===== src/rtl/expr_lane_pipe.sv =====
// expr_lane_pipe
//   Multi-lane expression evaluator. Each accepted beat carries LANES operand
//   pairs, per-lane signedness and one shared opcode. Results go through a
//   two-stage pipeline into a credit-managed output FIFO.
//
// Ports:
//   clk, rst_n            clock, asynchronous active-low reset
//   in_valid / in_ready   input handshake (in_ready from registered state only)
//   in_op                 opcode shared by all lanes
//   in_sign               per-lane signed-operand select
//   in_a, in_b            lane i at bits [i*W +: W]
//   out_valid / out_ready output handshake
//   out_y, out_flag       head-of-FIFO lane results and flags
//   occupancy             FIFO entries plus beats in flight
module expr_lane_pipe #(
    parameter int W     = 6,
    parameter int LANES = 6,
    parameter int DEPTH = 4
) (
    input  logic                         clk,
    input  logic                         rst_n,
    input  logic                         in_valid,
    output logic                         in_ready,
    input  logic [2:0]                   in_op,
    input  logic [LANES-1:0]             in_sign,
    input  logic [LANES*W-1:0]           in_a,
    input  logic [LANES*W-1:0]           in_b,
    output logic                         out_valid,
    input  logic                         out_ready,
    output logic [LANES*W-1:0]           out_y,
    output logic [LANES-1:0]             out_flag,
    output logic [$clog2(DEPTH+1)-1:0]   occupancy
);

    localparam int LW = LANES * W;
    localparam int SW = $clog2(W);
    localparam int PW = $clog2(DEPTH);
    localparam int OW = $clog2(DEPTH + 1);

    typedef enum logic [2:0] {
        OP_ADD  = 3'd0,
        OP_SUB  = 3'd1,
        OP_AND  = 3'd2,
        OP_XNOR = 3'd3,
        OP_SHL  = 3'd4,
        OP_SHR  = 3'd5,
        OP_LE   = 3'd6,
        OP_MUL  = 3'd7
    } op_e;

    // Returns {flag, y} for one lane.
    function automatic logic [W:0] f_lane(input op_e op, input logic s,
                                          input logic [W-1:0] a, input logic [W-1:0] b);
        logic [W:0]     w_sum;
        logic [2*W-1:0] w_wide;
        logic [2*W-1:0] w_ax;
        logic [2*W-1:0] w_bx;
        logic [2*W-1:0] w_prod;
        logic [31:0]    w_amt;
        logic [W-1:0]   w_y;
        logic           w_f;
        w_sum  = '0;
        w_wide = '0;
        w_ax   = '0;
        w_bx   = '0;
        w_prod = '0;
        w_y    = '0;
        w_f    = 1'b0;
        w_amt  = 32'(b[SW-1:0]);
        case (op)
            OP_ADD: begin
                w_sum = {1'b0, a} + {1'b0, b};
                w_y   = w_sum[W-1:0];
                w_f   = s ? ((a[W-1] == b[W-1]) && (w_y[W-1] != a[W-1])) : w_sum[W];
            end
            OP_SUB: begin
                w_sum = {1'b0, a} - {1'b0, b};
                w_y   = w_sum[W-1:0];
                w_f   = s ? ((a[W-1] != b[W-1]) && (w_y[W-1] != a[W-1])) : w_sum[W];
            end
            OP_AND: begin
                w_y = a & b;
                w_f = (w_y == '0);
            end
            OP_XNOR: begin
                w_y = ~(a ^ b);
                w_f = (w_y == '0);
            end
            OP_SHL: begin
                if (w_amt >= W) begin
                    w_y = '0;
                    w_f = |a;
                end else begin
                    w_wide = {{W{1'b0}}, a} << w_amt;
                    w_y    = w_wide[W-1:0];
                    w_f    = |w_wide[2*W-1:W];
                end
            end
            OP_SHR: begin
                // Signed and unsigned shifts kept in separate branches so the
                // arithmetic shift is not demoted to a logical one.
                if (w_amt >= W) begin
                    w_y = s ? {W{a[W-1]}} : '0;
                end else if (s) begin
                    w_y = $signed(a) >>> w_amt;
                end else begin
                    w_y = a >> w_amt;
                end
                w_f = (w_y == '0);
            end
            OP_LE: begin
                if (s) begin
                    w_y = {{(W-1){1'b0}}, ($signed(a) <= $signed(b))};
                end else begin
                    w_y = {{(W-1){1'b0}}, (a <= b)};
                end
                w_f = (a == b);
            end
            default: begin
                w_ax   = s ? {{W{a[W-1]}}, a} : {{W{1'b0}}, a};
                w_bx   = s ? {{W{b[W-1]}}, b} : {{W{1'b0}}, b};
                w_prod = w_ax * w_bx;
                w_y    = w_prod[W-1:0];
                w_f    = s ? (w_prod[2*W-1:W] != {W{w_y[W-1]}}) : (w_prod[2*W-1:W] != '0);
            end
        endcase
        return {w_f, w_y};
    endfunction

    function automatic logic [PW-1:0] f_nxt(input logic [PW-1:0] p);
        return (p == PW'(DEPTH - 1)) ? '0 : p + 1'b1;
    endfunction

    logic              w_acc;
    logic              w_pop;
    logic              r_s1_v;
    op_e               r_s1_op;
    logic [LANES-1:0]  r_s1_sign;
    logic [LW-1:0]     r_s1_a;
    logic [LW-1:0]     r_s1_b;
    logic [LW-1:0]     w_res_y;
    logic [LANES-1:0]  w_res_f;
    logic              r_s2_v;
    logic [LW-1:0]     r_s2_y;
    logic [LANES-1:0]  r_s2_f;
    logic [LW-1:0]     r_mem_y [DEPTH];
    logic [LANES-1:0]  r_mem_f [DEPTH];
    logic [PW-1:0]     r_wr;
    logic [PW-1:0]     r_rd;
    logic [OW-1:0]     r_cnt;
    logic [OW-1:0]     r_occ;

    assign in_ready  = (r_occ < OW'(DEPTH));
    assign out_valid = (r_cnt != '0);
    assign out_y     = r_mem_y[r_rd];
    assign out_flag  = r_mem_f[r_rd];
    assign occupancy = r_occ;
    assign w_acc     = in_valid && in_ready;
    assign w_pop     = out_valid && out_ready;

    always_comb begin
        w_res_y = '0;
        w_res_f = '0;
        for (int unsigned i = 0; i < LANES; i++) begin
            {w_res_f[i], w_res_y[i*W +: W]} =
                f_lane(r_s1_op, r_s1_sign[i], r_s1_a[i*W +: W], r_s1_b[i*W +: W]);
        end
    end

    always_ff @(posedge clk or negedge rst_n) begin
        if (!rst_n) begin
            r_s1_v    <= 1'b0;
            r_s1_op   <= OP_ADD;
            r_s1_sign <= '0;
            r_s1_a    <= '0;
            r_s1_b    <= '0;
            r_s2_v    <= 1'b0;
            r_s2_y    <= '0;
            r_s2_f    <= '0;
        end else begin
            r_s1_v <= w_acc;
            if (w_acc) begin
                r_s1_op   <= op_e'(in_op);
                r_s1_sign <= in_sign;
                r_s1_a    <= in_a;
                r_s1_b    <= in_b;
            end
            r_s2_v <= r_s1_v;
            if (r_s1_v) begin
                r_s2_y <= w_res_y;
                r_s2_f <= w_res_f;
            end
        end
    end

    // Credits reserve a slot at acceptance, so the stage-2 write never finds
    // the FIFO full.
    always_ff @(posedge clk or negedge rst_n) begin
        if (!rst_n) begin
            for (int unsigned i = 0; i < DEPTH; i++) begin
                r_mem_y[i] <= '0;
                r_mem_f[i] <= '0;
            end
            r_wr  <= '0;
            r_rd  <= '0;
            r_cnt <= '0;
            r_occ <= '0;
        end else begin
            if (r_s2_v) begin
                r_mem_y[r_wr] <= r_s2_y;
                r_mem_f[r_wr] <= r_s2_f;
                r_wr          <= f_nxt(r_wr);
            end
            if (w_pop) begin
                r_rd <= f_nxt(r_rd);
            end
            case ({r_s2_v, w_pop})
                2'b10:   r_cnt <= r_cnt + 1'b1;
                2'b01:   r_cnt <= r_cnt - 1'b1;
                default: r_cnt <= r_cnt;
            endcase
            case ({w_acc, w_pop})
                2'b10:   r_occ <= r_occ + 1'b1;
                2'b01:   r_occ <= r_occ - 1'b1;
                default: r_occ <= r_occ;
            endcase
        end
    end

endmodule


===== config.mk =====
export PLATFORM = sky130hd
export DESIGN_NAME = expr_lane_pipe
export DESIGN_NICKNAME = d
export VERILOG_FILES = /design/src/rtl/expr_lane_pipe.sv
export SDC_FILE = /design/constraint.sdc
export NUM_CORES = 2
export LEC_CHECK = 0
export BUFFER_PORTS_ARGS = -buffer_cell sky130_fd_sc_hd__buf_2
export CORE_MARGIN = 5
export CORE_UTILIZATION = 30
export CTS_CLUSTER_SIZE = 25
export DETAILED_ROUTE_END_ITERATION = 8
export GPL_ROUTABILITY_DRIVEN = 0
export PLACE_DENSITY = 0.55
export SYNTH_ARGS = -nofsm -noshare
export SYNTH_HDL_FRONTEND = slang
export SYNTH_SLANG_ARGS = --single-unit

===== constraint.sdc =====
create_clock -name clk -period 7.1 [get_ports clk]
set_clock_uncertainty 0.2 [all_clocks]
set_input_delay 1.42 -clock clk [delete_from_list [all_inputs] [get_ports clk]]
set_output_delay 1.42 -clock clk [all_outputs]
set_load 0.03 [all_outputs]

* After elaboration in Yosys (flattened, before gate mapping) *
Cells that the tools add are included.
Widths: inputs -> output; s select.

word-level totals
  word-level logic and storage cells = 307
  bits in registers = 303
  bits of input ports = 85

cells by class
  muxes and demuxes = 100
  shift-type cells = 18
  bitwise gates (word level) = 20
  add/sub/neg operators = 18
  reductions and logical operators = 55
  magnitude comparators = 22
  eq/ne operators = 48
  multipliers = 6

operator list
  kind               count
  $pmux 6 s7         6
  $mux 6             33
  $bwmux 144         1
  $mux 12            12
  $logic_not 6->1    18
  $mux 36            3
  $bmux 36 s2        1
  $demux 36 s2       1
  $le 6x6->1         12
  $mul 12x12->12     6
  $reduce_or 6->1    12
  $shl 6x3->12       6
  $add 6x6->7        6
  $pmux 1 s7         6
  $sub 6x6->7        6
  $and 6x6->6        6
  $eq 6x6->1         6
  $ne 6x6->1         6
  $not 6->6          6
  $reduce_bool 6->1  6
  $shr 6x3->6        6
  $sshr 6x3->6       6
  $xor 6x6->6        6
  $mux 1             30
  23 further kinds   80

* Logic depth before layout (Yosys ltp) *
  depth after elaboration = 6
  mapped depth = 22
  gate-level depth less buffers = 21

* Least setup slack after synthesis *
OpenSTA, ideal clock, no wires.

  path type = reg-to-reg
  from = register r_s1_a[17]
  to = register r_s2_f[2]
  arrival = 5.026 ns
  library setup time = 0.122 ns
  clock period less this slack = 5.348 ns
  setup slack = 1.752 ns
  stages on the path, launching flop included = 15
  path through = dfrtp_1 clkbuf_1 buf_1 nand2_1 fa_1 fa_1 fa_1 fa_1 fa_1 inv_1 ha_1 xnor2_1 or4_1 or3_1 a32o_1

between the ends
  longest elaborated chain between the ends = 6

RTL lines
  element                                                                 line  text
  from (decl)                                                             139   logic [LW-1:0] r_s1_a;
  from (signal assigned)                                                  185   r_s1_a <= in_a;
  parallel branches: the longest is 5 deep, another holds $mul 12x12->12  -
  $pmux 1 s7 (*)                                                          70    case (op)
  to (signal assigned)                                                    191   r_s2_f <= w_res_f;
  to (decl)                                                               145   logic [LANES-1:0] r_s2_f;

Mark *: on every way between the ends. The select of a mux whose other input is x is not followed.
A chain may end at the register's enable or synchronous reset.

* Worst setup path after layout *
  from = register r_s1_sign[2]
  to = register r_s2_f[2]

between the ends
  longest elaborated chain between the ends = 5

RTL lines
  element                                           line      text
  from (decl)                                       138       logic [LANES-1:0] r_s1_sign;
  from (signal assigned)                            184       r_s1_sign <= in_sign;
  $mux 12 (tied with other cells)                   120       w_ax = s ? {{W{a[W-1]}}, a} : {{W{1'b0}}, a};
  $mul 12x12->12 / $mux 6 (equally long branches)   122, 102
  $ne 6x6->1 (tied with other cells)                124       w_f = s ? (w_prod[2*W-1:W] != {W{w_y[W-1]}}) : (w_prod[2*W-1:W] != '0);
  $mux 1 / $logic_not 6->1 (equally long branches)  124, 109
  $pmux 1 s7 (*)                                    70

Mark *: on every way between the ends. The rest lies on a longest branch, timed or not. The select of a mux whose other input is x is not followed.

==> impl_metrics.yaml <==
cells_and_area:
  nNetsFinal: 4011
  area_delta_synth_final_pct: 10.5
  stdcell_count: 4852
  drive_above_1_share_pct: 13.3
  design_area_mm2: 0.0342
  fin_util_pct: 33.5
grt:
  grt_pass1_wl_um: 151000
  grt_max_degree: 119
  antenna_found_initial: 7
  grt_pass1_vias: 25300
  overflow: 0
  grt_use_total_pct: 17.0
clocking:
  clock-sinks: 303
  cts_tree: "yes"
  cts_repair_resize_count: 0
  numCtsBuffers: 41
  clkTransAtPathRegs_ns: 0.06
  cts_root_buf: "clkbuf_16"
  cts-hold-fix-buffers: 0
  clockBufferDepth: 3
  htree_levels: 2
  clk_latency_ns: 0.59
  cts_setup_buffers: 0
worst_setup_path:
  critPathArrivalTime_ns: 6.12
  crit_chain: "inv_2 -> nor2_1 -> nand2_1 -> fa_1 -> fa_1 -> inv_1 -> fa_1 -> fa_1 -> inv_1 -> fa_1 -> xor2_1 -> xnor2_1 -> xnor2_1 -> xnor2_1 -> xnor2_1 -> xnor2_1 -> or3_1 -> a32o_1"
  critPathBufInv: 3
  crit_path_end_kind: "register"
  cpLargestDelayFamily: "adder cells"
  worstPathRequired_ns: 7.35
  worst_path_largest_cell_delay_ns: 0.75
  cp_max_fo: 18
  critPathLaunchType: "register"
  crit_type: "register to register"
  cp_slowest_cell: "dfrtp_1"
timing:
  min_period_over_period_pct: 82.7
  relSlewSlack_pct: 28.5
  hold_viol_final: 0
  fmax_ghz: 0.170
  rsz0062_at_grt: "no"
  tns_ns: 0
  drv_slew: 0
  worst_slew_pin_slew_ns: 1.06
  min_period_ns: 5.87
  setup_viol: 0
routing:
  wirelength_um: 95600
  vias: 25100
  drc: 0
  first_pass_iters: 6
  vias_per_cell: 5.17
  drtIter0Drc: 2536
  wl_per_cell_um: 19.7
  ant_nets: 0
synth:
  synth_area_leader_cell: "dfrtp_1"
  synth_edf_count: 0
  synth_seq_cells: 303
  synth.top_cell.area_share_pct: 24.5
  synth_nets: 4010
  yosysSeqAreaShare_pct: 24.5
  netlist_top_cells_area: "dfrtp_1 (24%), fa_1 (15%), ha_1 (10%)"
  yosys_warnings: 0
  synth-async-reset-ratio_pct: 100
  avgSynthCellArea_um2: 8.98
  synth_flop_cell: "dfrtp_1"
  ys_top_cells_by_count: "inv_1 (470), nand2_1 (374), dfrtp_1 (303)"
  syn_inst: 3448
  yosysMostFrequentCell: "inv_1"
  syn-cell-area_mm2: 0.0310
  synth_cell_type_count: 89
floorplan:
  dieWidth_um: 331
  die-area_mm2: 0.110
  core_area_mm2: 0.102
  initial_core_util_pct: 30.3
  io-pin-count: 132
  num_rows: 117
  dieHeight_um: 331
placement:
  port_buffers: 131
  place_area_mm2: 0.0328
  dp_hpwl_um: 70900
  place_inst: 4774
status:
  status: "complete, no violations"
worst_hold_path:
  hp-class: "register to register"
job:
  cap_violations: 0
placed cells by master (no fill, tap or decap), drive strengths merged, types with 11 or more instances in the layout:
cell and count:
and3 18, or3 11, ha 247, o21ai 246
o21bai 11, dfrtp 303, o22ai 33, nand3 43
nor2b 30, mux2 147, o21a 18, a211oi 20
or4 15, nor2 181, mux2i 34, buf 168
fa 230, a221oi 11, a21oi 145, xnor2 101
nand2 374, o221ai 23, a21o 27, nor4 20
xor2 51, nand4 18, o31ai 12, and2 84
mux4 47, o211ai 30, nor3 51, clkbuf 57
clkinv 12, inv 479, a31oi 24, nand2b 31
o41ai 11
final timing paths:
kind,startpoint,endpoint,slack [ns],cells after the start
max,r_s1_sign[2],r_s2_f[2],1.23,18
min,r_cnt[2],r_cnt[2],0.27,1
max reg2reg,r_s1_sign[2],r_s2_f[2],1.23,18
min reg2reg,r_cnt[2],r_cnt[2],0.27,1
max in group asynchronous,rst_n,r_s1_op[0],4.80,2
min in group asynchronous,rst_n,occupancy[2],0.68,1
area by class of cell:
cell class	count	area, um2
inverters	479	1800
clock inverters	18	216
multi-input cells	2456	20800
diodes	3	7.51
repair buffers	168	968
flip-flops and latches	303	7590
well taps	1368	1710
fillers	10800	68000
clock buffers	57	1160
through the flow:
stage / hold WS, ns / setup WS (ns)
5_1_grt: 0.290 / 0.905
6_report: 0.266 / 1.23
3_5_place_dp: 0.260 / 1.30
3_3_place_gp: 0.253 / 1.42
2_1_floorplan: 0.190 / 1.75
4_1_cts: 0.268 / 1.27
logic make-up after synthesis:
kind of cell	Yosys count	share of synthesized area [%]
DFF	303	24.5
AOI/OAI and AO/OA	707	14.6
buffers and inverters	689	8.59
muxes	228	9.88
and+or+nand+nor	892	13.3
xor gates and xnor gates	152	4.30
adders and majority gates	477	24.8
worst register-to-register path: cells and delay by family (launching register included):
kind / cells / cell delay [ns]
adder cells (fa/ha/maj): 5 / 2.49
XOR/XNOR: 6 / 0.93
AND/OR/NAND/NOR: 3 / 0.84
flip-flops: 1 / 0.75
buffers and inverters: 3 / 0.28
AO/OA/AOI/OAI: 1 / 0.25
registers in the layout, indices dropped and copies added (netlist names):
register   cells
r_rd           2
r_s1_op        3
r_cnt          3
r_s1_sign      6
r_s2_v         1
r_mem_f       24
occupancy      3
r_wr           2
r_mem_y      144
r_s1_a        36
r_s2_f         6
r_s1_v         1
r_s1_b        36
r_s2_y        36
metal layers:
| layer | share of wire (%) | vias to the layer above | routed length, um | track usage (%) |
|---|---|---|---|---|
| li1 | - | 11600 | - | - |
| met1 | 46 | 12300 | 43800 | 24.7 |
| met2 | 44 | 911 | 42500 | 26.6 |
| met3 | 6.6 | 167 | 6320 | 2.54 |
| met4 | 3.0 | 6 | 2850 | 4.82 |
| met5 | 0.049 | - | 47 | 0 |
Power is left out: the tool's default activity adds up to more than one toggle a clock period on the data nets, which glitch-free logic cannot reach.
